==> src/rtl/cache_evict_fill.sv <==
// cache_evict_fill: victim writeback plus line fill FSM for one cache set miss.
// Defining EVICT_PERF_COUNTER_EN adds a 32-bit completed-writeback counter.
module cache_evict_fill #(
  parameter int NUMWAYS = 4,
  parameter int LINELEN = 256,
  parameter int BEATLEN = 64
) (
  input  logic               clk,
  input  logic               reset,
  input  logic               miss,
  input  logic [NUMWAYS-1:0] victim_way,
  input  logic               victim_dirty,
  input  logic [LINELEN-1:0] victim_line,
  output logic               bus_req,
  output logic               bus_write,
  output logic [BEATLEN-1:0] bus_wdata,
  input  logic               bus_ack,
  input  logic [BEATLEN-1:0] bus_rdata,
  output logic [NUMWAYS-1:0] line_write_en,
  output logic [LINELEN-1:0] fill_line,
  output logic               set_valid,
  output logic               clear_dirty,
  output logic               stall,
  output logic [31:0]        writeback_count
);
  localparam int BEATS = LINELEN / BEATLEN;
  localparam int CW = $clog2(BEATS);
  typedef enum logic [1:0] {IDLE, WB, FILL, COMMIT} state_t;
  state_t             state;
  logic [CW-1:0]      cnt;
  logic [NUMWAYS-1:0] way;
  logic               ack, last, wb_done;
  // an ack only counts while a beat is actually being requested
  assign ack = bus_req & bus_ack;
  assign last = cnt == CW'(BEATS - 1);
  assign wb_done = state == WB && ack && last;
  assign bus_wdata = victim_line[cnt*BEATLEN +: BEATLEN];
  always_ff @(posedge clk or posedge reset) begin
    if (reset) begin
      state <= IDLE;
      cnt <= '0;
      way <= '0;
      fill_line <= '0;
      bus_req <= 1'b0;
      bus_write <= 1'b0;
      line_write_en <= '0;
      set_valid <= 1'b0;
      clear_dirty <= 1'b0;
      stall <= 1'b0;
    end else begin
      case (state)
        IDLE: if (miss) begin
          way <= victim_way;
          cnt <= '0;
          state <= victim_dirty ? WB : FILL;
          bus_req <= 1'b1;
          bus_write <= victim_dirty;
          stall <= 1'b1;
        end
        WB: if (ack) begin
          cnt <= cnt + 1'b1;
          state <= last ? FILL : WB;
          bus_write <= !last;
        end
        FILL: if (ack) begin
          fill_line[cnt*BEATLEN +: BEATLEN] <= bus_rdata;
          cnt <= cnt + 1'b1;
          state <= last ? COMMIT : FILL;
          bus_req <= !last;
          line_write_en <= last ? way : '0;
          set_valid <= last;
          clear_dirty <= last;
        end
        COMMIT: begin
          state <= IDLE;
          line_write_en <= '0;
          set_valid <= 1'b0;
          clear_dirty <= 1'b0;
          stall <= 1'b0;
        end
        default: state <= IDLE;
      endcase
    end
  end
`ifdef EVICT_PERF_COUNTER_EN
  logic [31:0] wb_cnt;
  always_ff @(posedge clk or posedge reset)
    if (reset) wb_cnt <= '0;
    else if (wb_done) wb_cnt <= wb_cnt + 32'd1;
  assign writeback_count = wb_cnt;
`else
  assign writeback_count = '0;
`endif
endmodule

==> config.mk <==
export PLATFORM = sky130hd
export DESIGN_NAME = cache_evict_fill
export DESIGN_NICKNAME = d
export VERILOG_FILES = /design/src/rtl/cache_evict_fill.sv
export SDC_FILE = /design/constraint.sdc
export NUM_CORES = 1
export LEC_CHECK = 0
export CAP_MARGIN = 5
export CORE_AREA = 2 2 272 274
export DETAILED_ROUTE_END_ITERATION = 6
export DIE_AREA = 0 0 274 276
export HOLD_SLACK_MARGIN = 0.12
export PLACE_DENSITY = 0.52
export SLEW_MARGIN = 15
export SYNTH_ARGS = -nofsm -noshare
export SYNTH_HDL_FRONTEND = slang
export SYNTH_SLANG_ARGS = --single-unit
==> constraint.sdc <==
create_clock -name clk -period 11.95 [get_ports clk]
set_input_delay 2.9875 -clock clk [delete_from_list [all_inputs] [get_ports clk]]
set_output_delay 2.9875 -clock clk [all_outputs]
set_load 0.02 [all_outputs]
==> impl_metrics.toml, run 1 <==
[outcome]
status = "completed"

[sta]
fin_crit_ns = 7.71
hold_viol = 0
setup_ws_ns = 4.24
min_period_over_period_pct = 64.5
timing_worst_slew_pin_value_ns = 1.08
maxSlewViolCount = 0
clock.fmax_mhz = 130
setup_tns_ns = 0
skew_ns = 0.0334
rsz0062_at_grt = "no"
setup_viol = 0
slew_headroom_pct = 28.2

[clocking]
cts_buffers = 34
cts_setup_buffers = 0
clkLatencyLatePin_ns = 0.54
cts.path.max_buffers = 3
path_clk_slew_ns = 0.05
cts_tree = "done"
ctsResizeCount = 0
htreeDepth = 2
cts.sinks = 272
root_buffer = "clkbuf_16"
cts_hold_buf = 0

[critical_path]
crit_family = "buffers and inverters"
path_cells = "clkdlybuf4s50_1 > mux4_2 > clkdlybuf4s50_1"
crit_path_end_kind = "output pin"
arrival_ns = 4.72
slowest_stage = "mux4_2"
cp.required_ns = 8.96
critPathLaunchType = "input port"
path_buf_inv = 2
crit_fanout = 1
cp_slowest_stage_delay_ns = 0.59
crit_type = "input port to output pin"
cp_common_cell = "clkdlybuf4s50_1"

[die]
die_area_um2 = 75600
die_h_um = 276
core_region_area_um2 = 72600
fp-row-count = 99
start_util_pct = 16.9
ioPinCount = 690
die_w_um = 274

[detailed_routing]
vias_per_cell = 4.27
drt_wl_total_mm = 71.8
drtIter0Drc = 896
dr.pass1.iters = 5
drc = 0
vias = 11468
ant_nets = 0
wire_per_inst_um = 26.7

[place]
io_buffers = 657
gp_congestion = 0.896
place_hpwl_mm = 56.3
post-place-ws_ns = 4.22

[global_route]
grt_max_degree = 86
first_global_vias = 11731
antenna_found_initial = 62
grt_overflow = 0
grt_pass1_wl_mm = 97.7
grt_usage_pct = 18.4

[power_and_ir_drop]
max-vdd-ir-drop_uv = 76.1
leakage_nw = 8.52
power_density_nw_per_um2 = 106
fin_total_pwr_mw = 2.22

[hold_path]
hold_path.class = "flop to flop"

[synthesis]
ys_ff_latch = 272
synth_cell_types = 36
syn_avg_cell_area_um2 = 11.6
syn_area_um2 = 12300
yosysWarnings = 0
synthCells = 1056
seq_area_frac_synth_pct = 55.5

[layout]
nets = 2017
drive_gt1_share_pct = 8.71
fillCellCount = 7552
synthToLayoutAreaGrowth_pct = 70.6
final_util_pct = 28.8

[job]
cap_violations = 0
==> stage by stage <==
stage	instance area, um^2	hold slack (ns)	std cells
floorplan	12400	0.480	1087
global placement	19700	0.463	2600
detailed placement	19700	0.470	2600
CTS	20800	0.482	2658
global route	20900	0.505	2676
finish	20900	0.477	2684
==> logic make-up (layout without fill, tap and decap cells) <==
kind of cell,after synthesis,count (layout),share of synthesized area [%]
and+or+nand+nor,291,291,9.46
AOI/OAI and AO/OA,284,284,16.0
DFF,272,272,55.5
buffers and inverters,126,738,5.50
muxes,71,71,12.4
adders and majority gates,11,11,1.12
other,1,58,0.0306
==> routing by layer <==
| layer | vias to the layer above | part of all wire [%] | GRT usage [%] |
|---|---|---|---|
| met3 | 160 | 7.3 | 4.79 |
| met4 | 0 | 5.9 | 10.9 |
| met1 | 5739 | 35 | 19.1 |
| li1 | 4982 | - | - |
| met2 | 587 | 52 | 33.2 |
| met5 | - | 0 | 0 |
==> cell usage after synthesis (all sizes together) <==
cell type  number  area [um^2]
nor3            1         5.00
o22ai           1         6.26
nand3           8         45.0
nor4            1         21.3
or2             1         6.26
mux4           64         1440
nor2            8         32.5
a31o            1         8.76
mux2            4         45.0
nand2b          3         18.8
a21boi          1         7.51
nand2         263          987
conb            1         3.75
inv             9         33.8
and2            1         6.26
a211o           1         8.76
nor3b           1         7.51
a22o          138         1210
o21bai          1         7.51
o21ai         135          676
nor4bb          1         10.0
dfrtp         272         6810
and3            1         6.26
nand4           1         6.26
mux2i           3         30.0
nor2b           1         6.26
o31ai           1         7.51
buf            72          472
clkbuf         45          169
a21oi           5         25.0
ha             11          138
==> final cells by class <==
type | instances | area [um^2] | share of cell area (%)
Antenna cell | 26 | 65.1 | 0.311
Clock buffer | 44 | 918 | 4.39
Clock inverter | 14 | 216 | 1.04
Inverter | 9 | 41.3 | 0.198
Multi-Input combinational cell | 689 | 4970 | 23.8
Sequential cell | 272 | 6810 | 32.6
Tap cell | 959 | 1200 | 5.74
Timing Repair Buffer | 671 | 6680 | 32.0
==> cell usage in the layout, fill, tap and decap left out, drive strengths merged, types with 3 or more instances in the layout <==
cell type	n
clkdlybuf4s50	657
diode	26
mux2i	3
nand3	8
ha	11
nor2	8
nand2b	3
nand2	263
buf	14
a21oi	5
clkbuf	44
o21ai	135
mux4	64
bufinv	5
mux2	4
a22o	138
clkinv	7
inv	10
dfrtp	272
conb	32
==> state kept, by name, summed over array words and instances (netlist names) <==
register       flops
cnt                2
line_write_en      4
bus_write          1
clear_dirty        1
state              2
way                4
stall              1
bus_req            1
fill_line        256
==> worst min-delay path, cell delays in order (launching register included) <==
cell and delay [ns]:
dfrtp_1 0.33, nand2_1 0.05, o21ai_0 0.06
==> worst paths after layout <==
| kind | cells after the start | startpoint | slack (ns) | to |
|---|---|---|---|---|
| max in group asynchronous | 4 | reset | 6.94 | fill_line[254] |
| setup reg to reg | 7 | cnt[1] | 8.28 | fill_line[251] |
| hold / removal | 2 | fill_line[45] | 0.48 | fill_line[45] |
| setup / recovery | 3 | victim_line[36] | 4.24 | bus_wdata[36] |
| hold reg to reg | 2 | fill_line[45] | 0.48 | fill_line[45] |
| min in group asynchronous | 2 | reset | 2.93 | fill_line[251] |
==> power breakdown <==
part	switching (mW)	internal [mW]	total (mW)
Sequential	0	0.921	0.921
Combinational	0.0955	0.129	0.225
Clock	0.424	0.652	1.08
Note: power is estimated with default switching activity, not from simulation.
==> inputs of run 2 (changes only) <==
--- a/config.mk
+++ b/config.mk
@@ -6,11 +6,11 @@
 export NUM_CORES = 1
 export LEC_CHECK = 0
 export CAP_MARGIN = 5
-export CORE_AREA = 2 2 272 274
+export CORE_AREA = 2 2 270 272
 export DETAILED_ROUTE_END_ITERATION = 6
-export DIE_AREA = 0 0 274 276
+export DIE_AREA = 0 0 272 274
 export HOLD_SLACK_MARGIN = 0.12
-export PLACE_DENSITY = 0.52
+export PLACE_DENSITY = 0.54
 export SLEW_MARGIN = 15
 export SYNTH_ARGS = -nofsm -noshare
 export SYNTH_HDL_FRONTEND = slang
==> constraint.sdc (replaced) <==
create_clock -name clk -period 6.9 [get_ports clk]
set_input_delay 1.725 -clock clk [delete_from_list [all_inputs] [get_ports clk]]
set_output_delay 1.725 -clock clk [all_outputs]
set_load 0.02 [all_outputs]
==> run 2 against run 1 <==
  * Worst setup slack got worse by 2.5 ns
  * Cell count grew 0.48%
  * Design area grew 0.23%
  * Clock power increased by 69%
  * First-iteration DRC count fell by 7.5%
  * Clock skew down 0.020 ns
  * Via count increased by 0.19%
  * Non-clock buffer count grew 3
  * Sequential share of layout area is 0.076 points lower
==> impl_metrics.toml, run 2 (synthesis gave the netlist of run 1 again) <==
[outcome]
status = "completed"

[layout]
fillCellCount = 7467
synthToLayoutAreaGrowth_pct = 71.0
layout.cells.most_common = "clkdlybuf4s50_1"
final_cell_mix = "657 x clkdlybuf4s50_1, 270 x dfrtp_1, 263 x nand2_1"
nets = 2020
top_register = "fill_line"
drive_gt1_share_pct = 8.74
largest_register_ffs = 256
reg.largest.list = "fill_line (256), line_write_en (4), way (4)"

[hold_path]
min_to = "fill_line[117]"
whs_path_depth = 2
hold_path.class = "flop to flop"
hold_start = "fill_line[117]"

[critical_path]
crit_path_end_kind = "output pin"
path_cells = "clkdlybuf4s50_1 > mux4_2 > clkdlybuf4s50_1"
cp_common_cell = "clkdlybuf4s50_1"
rr_worst_depth = 8
cp_slowest_stage_delay_ns = 0.61
slowest_stage = "mux4_2"
crit_type = "input port to output pin"
critPathLaunchType = "input port"
crit_family = "buffers and inverters"
crit_fanout = 1
path_buf_inv = 2
arrival_ns = 3.48
r2r_slack_ns = 2.75
rr_endpoint = "fill_line[211]"
reg2reg_from = "cnt[0]"
cp.required_ns = 5.18

[sta]
min_period_over_period_pct = 75.4
timing_worst_slew_pin_value_ns = 1.05
setup_viol = 0
setup_tns_ns = 0
clock.fmax_mhz = 192
skew_ns = 0.0135
fin_crit_ns = 5.20
rsz0062_at_grt = "no"
slew_headroom_pct = 29.9
hold_viol = 0
maxSlewViolCount = 0

[die]
ioPinCount = 690
die_h_um = 274
die_w_um = 272
die_area_um2 = 74500
start_util_pct = 17.0
fp-row-count = 99
core_region_area_um2 = 72000

[global_route]
grt_overflow = 0
grt_max_degree = 141
antenna_found_initial = 58
first_global_vias = 11530
grt_usage_pct = 18.7
grt_pass1_wl_mm = 97.7

[detailed_routing]
vias = 11490
drc = 0
drtIter0Drc = 829
ant_nets = 0
vias_per_cell = 4.26
dr.pass1.iters = 6
drt_wl_total_mm = 72.2
wire_per_inst_um = 26.8

[clocking]
htreeDepth = 2
cts_buffers = 34
cts_hold_buf = 0
path_clk_slew_ns = 0.05
cts.path.max_buffers = 3
clkLatencyLatePin_ns = 0.53
cts_setup_buffers = 0
ctsResizeCount = 0
root_buffer = "clkbuf_16"
cts.sinks = 272
cts_tree = "done"

[power_and_ir_drop]
fin_total_pwr_mw = 3.82
p_seq_share_pct = 41.8
combPwrFrac_pct = 10.3
switching_share_pct = 23.4
power_frac_clock_pct = 47.9
p_int_mw = 2.92
leakage_nw = 8.53
power_density_nw_per_um2 = 182
p_sw_mw = 0.893
max-vdd-ir-drop_uv = 145

[place]
io_buffers = 657
place_hpwl_mm = 56.7
gp_congestion = 1.00

[job]
cap_violations = 0
[run 2: cell count changes in the layout (fill, tap and decap cells not counted), moves of 2 or more]
| cell | delta |
|---|---|
| bufinv_16 | -2 |
| clkbuf_1 | +4 |
| clkinv_2 | -3 |
| clkbuf_8 | +2 |
| diode_2 | +8 |
| buf_12 | +2 |
[run 2: how the worst max path moves through the flow]
stage                           startpoint             to  cells past startpoint
after floorplan                      reset        bus_req                      1
after global placement    victim_line[220]  bus_wdata[28]                      3
after detailed placement  victim_line[220]  bus_wdata[28]                      3
after CTS                 victim_line[220]  bus_wdata[28]                      3
after global routing                cnt[0]  bus_wdata[26]                      3
final                     victim_line[220]  bus_wdata[28]                      3
[run 2: final cells by class]
class	count	area, um^2	share of cell area (%)
sequential	272	6810	32.5
clock buffer	51	986	4.71
inverter	9	37.5	0.179
clock inverter	9	134	0.639
antenna	34	85.1	0.406
tap	959	1200	5.73
timing repair buffer	674	6730	32.1
multi-input combinational	689	4970	23.7
[run 2: through the flow]
| stage | hold WS (ns) | setup slack (ns) | area, um^2 | instances | utilization [%] |
|---|---|---|---|---|---|
| detailed placement | 0.470 | 1.69 | 19700 | 2603 | 27.4 |
| floorplan | 0.480 | 1.58 | 12400 | 1087 | - |
| CTS | 0.482 | 1.69 | 20900 | 2663 | 29.0 |
| global placement | 0.463 | 1.68 | 19700 | 2603 | 27.4 |
| global route | 0.495 | 1.68 | 20900 | 2682 | 29.1 |
| finish | 0.476 | 1.70 | 21000 | 2697 | 29.1 |
[run 2: power groups by stage]
| stage | clock (mW) | sequential (mW) | combinational, mW |
|---|---|---|---|
| floorplan | 0 | 1.63 | 0.116 |
| global placement | 0 | 1.62 | 0.394 |
| detailed placement | 0 | 1.62 | 0.396 |
| CTS | 1.90 | 1.60 | 0.398 |
| global route | 1.96 | 1.59 | 0.416 |
| finish | 1.83 | 1.60 | 0.395 |
[run 2: metal layers]
metal	vias to the layer above	global-route usage, %	share of wire [%]
li1	4997	-	-
met1	5712	19.5	34
met2	623	34.0	52
met3	158	4.60	6.7
met4	0	11.6	6.9
met5	-	0	0
[run 2: worst register-to-register path, delay by kind of cell, from the launching register on]
kind | cells | cell delay, ns
compound gates | 1 | 0.26
fa+ha+maj | 1 | 0.41
buf+inv | 3 | 1.21
flops | 1 | 1.01
simple gates | 3 | 1.18
==> inputs of run 3 (changes only) <==
==> constraint.sdc (replaced) <==
create_clock -name clk -period 4.5 [get_ports clk]
set_input_delay 1.125 -clock clk [delete_from_list [all_inputs] [get_ports clk]]
set_output_delay 1.125 -clock clk [all_outputs]
set_load 0.02 [all_outputs]
==> run 3 against run 2 <==
  * Power increased by 58%
  * Critical path depth is the same
  * Clock skew grew 0.0038 ns
  * Flip-flop and latch count stayed put
  * Largest power group unchanged
  * Clock power is 64% higher
==> impl_metrics.toml, run 3 (synthesis gave the netlist of run 1 again) <==
[detailed_routing]
ant_nets = 0
vias_per_cell = 4.32
vias = 11646
drc = 0
drtIter0Drc = 769
wire_per_inst_um = 26.9
dr.pass1.iters = 5
drt_wl_total_mm = 72.4

[place]
dpl_cell_area_um2 = 19900
place_hpwl_mm = 57.3
io_buffers = 657
gp_congestion = 0.972
dp.cells = 2613

[clocking]
cts.path.max_buffers = 3
cts.sinks = 272
root_buffer = "clkbuf_16"
cts_setup_buffers = 0
cts_buffers = 35
clkLatencyLatePin_ns = 0.53
ctsResizeCount = 0
path_clk_slew_ns = 0.07
cts_tree = "done"
htreeDepth = 2
cts_hold_buf = 0

[sta]
maxSlewViolCount = 0
setup_viol = 0
rsz0062_at_grt = "no"
clock.fmax_mhz = 242
min_period_over_period_pct = 91.8
fin_crit_ns = 4.13
hold_viol = 0
skew_ns = 0.0173
timing_worst_slew_pin_value_ns = 1.08
slew_headroom_pct = 28.0

[critical_path]
crit_type = "flop to output pin"
path_cells = "buf_4 > mux4_2 > clkdlybuf4s50_1"
critPathLaunchType = "flop"
crit_fanout = 38
crit_path_end_kind = "output pin"
cp_slowest_stage_delay_ns = 0.95
arrival_ns = 3.01
cp.required_ns = 3.38
path_buf_inv = 2
crit_family = "buffers and inverters"
slowest_stage = "dfrtp_4"

[layout]
design_area_um2 = 21100
largest_register_ffs = 256
layout.cells.most_common = "clkdlybuf4s50_1"
nets = 2031
fillCellCount = 7389
synthToLayoutAreaGrowth_pct = 72.6
drive_gt1_share_pct = 9.85
final_cell_mix = "657 x clkdlybuf4s50_1, 270 x dfrtp_1, 263 x nand2_1"
regArea_um2 = 6810
top_register = "fill_line"
multi_input_area_um2 = 4970
stdcell_count = 2697
reg.largest.list = "fill_line (256), line_write_en (4), way (4)"

[global_route]
antenna_found_initial = 61
grt_overflow = 0
grtUsageMet2_pct = 33.7
grt.busiest_layer = "met2"
grt_usage_pct = 18.8
first_global_vias = 11708
use_met1_pct = 19.4
grt_max_degree = 76
use_met3_pct = 5.17
grt_pass1_wl_mm = 98.1

[power_and_ir_drop]
max-vdd-ir-drop_uv = 250
power_density_nw_per_um2 = 286
power_frac_clock_pct = 49.5
p_int_mw = 4.61
p_seq_share_pct = 40.4
p_sw_mw = 1.44
fin_total_pwr_mw = 6.05
combPwrFrac_pct = 10.0
leakage_nw = 8.65
switching_share_pct = 23.8

[die]
fp-row-count = 99
start_util_pct = 17.0
core_region_area_um2 = 72000
die_area_um2 = 74500
ioPinCount = 690
die_w_um = 272
die_h_um = 274

[outcome]
status = "completed"

[hold_path]
hold_path.class = "flop to flop"

[job]
cap_violations = 0
## run 3: power groups by stage
stage / Clock, mW / Combinational [mW] / Sequential (mW)
4_1_cts: 3.09 / 0.613 / 2.45
3_5_place_dp: 0 / 0.610 / 2.49
6_report: 3.00 / 0.608 / 2.45
3_3_place_gp: 0 / 0.607 / 2.49
5_1_grt: 3.18 / 0.640 / 2.44
2_1_floorplan: 0 / 0.177 / 2.49
## run 3: per-layer routing
| layer | vias up | routed length [um] |
|---|---|---|
| li1 | 5008 | - |
| met1 | 5839 | 25000 |
| met2 | 620 | 38100 |
| met3 | 175 | 5350 |
| met4 | 4 | 3980 |
| met5 | - | 31 |
## run 3: stage by stage
stage	util (%)	setup TNS (ns)	setup WS, ns	hold slack, ns
2_1_floorplan	-	-59.95	-0.220	0.480
3_3_place_gp	27.6	0	0.550	0.464
3_5_place_dp	27.6	0	0.581	0.470
4_1_cts	29.3	0	0.252	0.483
5_1_grt	29.4	0	0.161	0.506
6_report	29.4	0	0.369	0.476
## run 3: cell type report
type                            instances  area share (%)
Sequential cell                       272            32.2
Antenna cell                           22           0.260
Inverter                                9           0.178
Clock buffer                           46            4.77
Clock inverter                         16           0.994
Tap cell                              959            5.67
Timing Repair Buffer                  684            32.4
Multi-Input combinational cell        689            23.5
## run 3: worst register-to-register path: cells and delay by family (launching register included)
kind	cells	cell delay [ns]
buffers and inverters	3	1.00
DFF	1	0.95
and+or+nand+nor	2	0.48
AOI/OAI and AO/OA	1	0.26
adders and majority gates	1	0.42
## run 3: path summary, 6_finish.rpt
kind	startpoint	end	slack (ns)	depth (start not counted)
hold reg to reg	fill_line[62]	fill_line[62]	0.48	2
setup / recovery	cnt[0]	bus_wdata[4]	0.37	3
min in group asynchronous	reset	fill_line[150]	1.08	2
max in group asynchronous	reset	fill_line[56]	2.58	3
hold / removal	fill_line[62]	fill_line[62]	0.48	2
setup reg to reg	cnt[0]	fill_line[189]	1.33	7
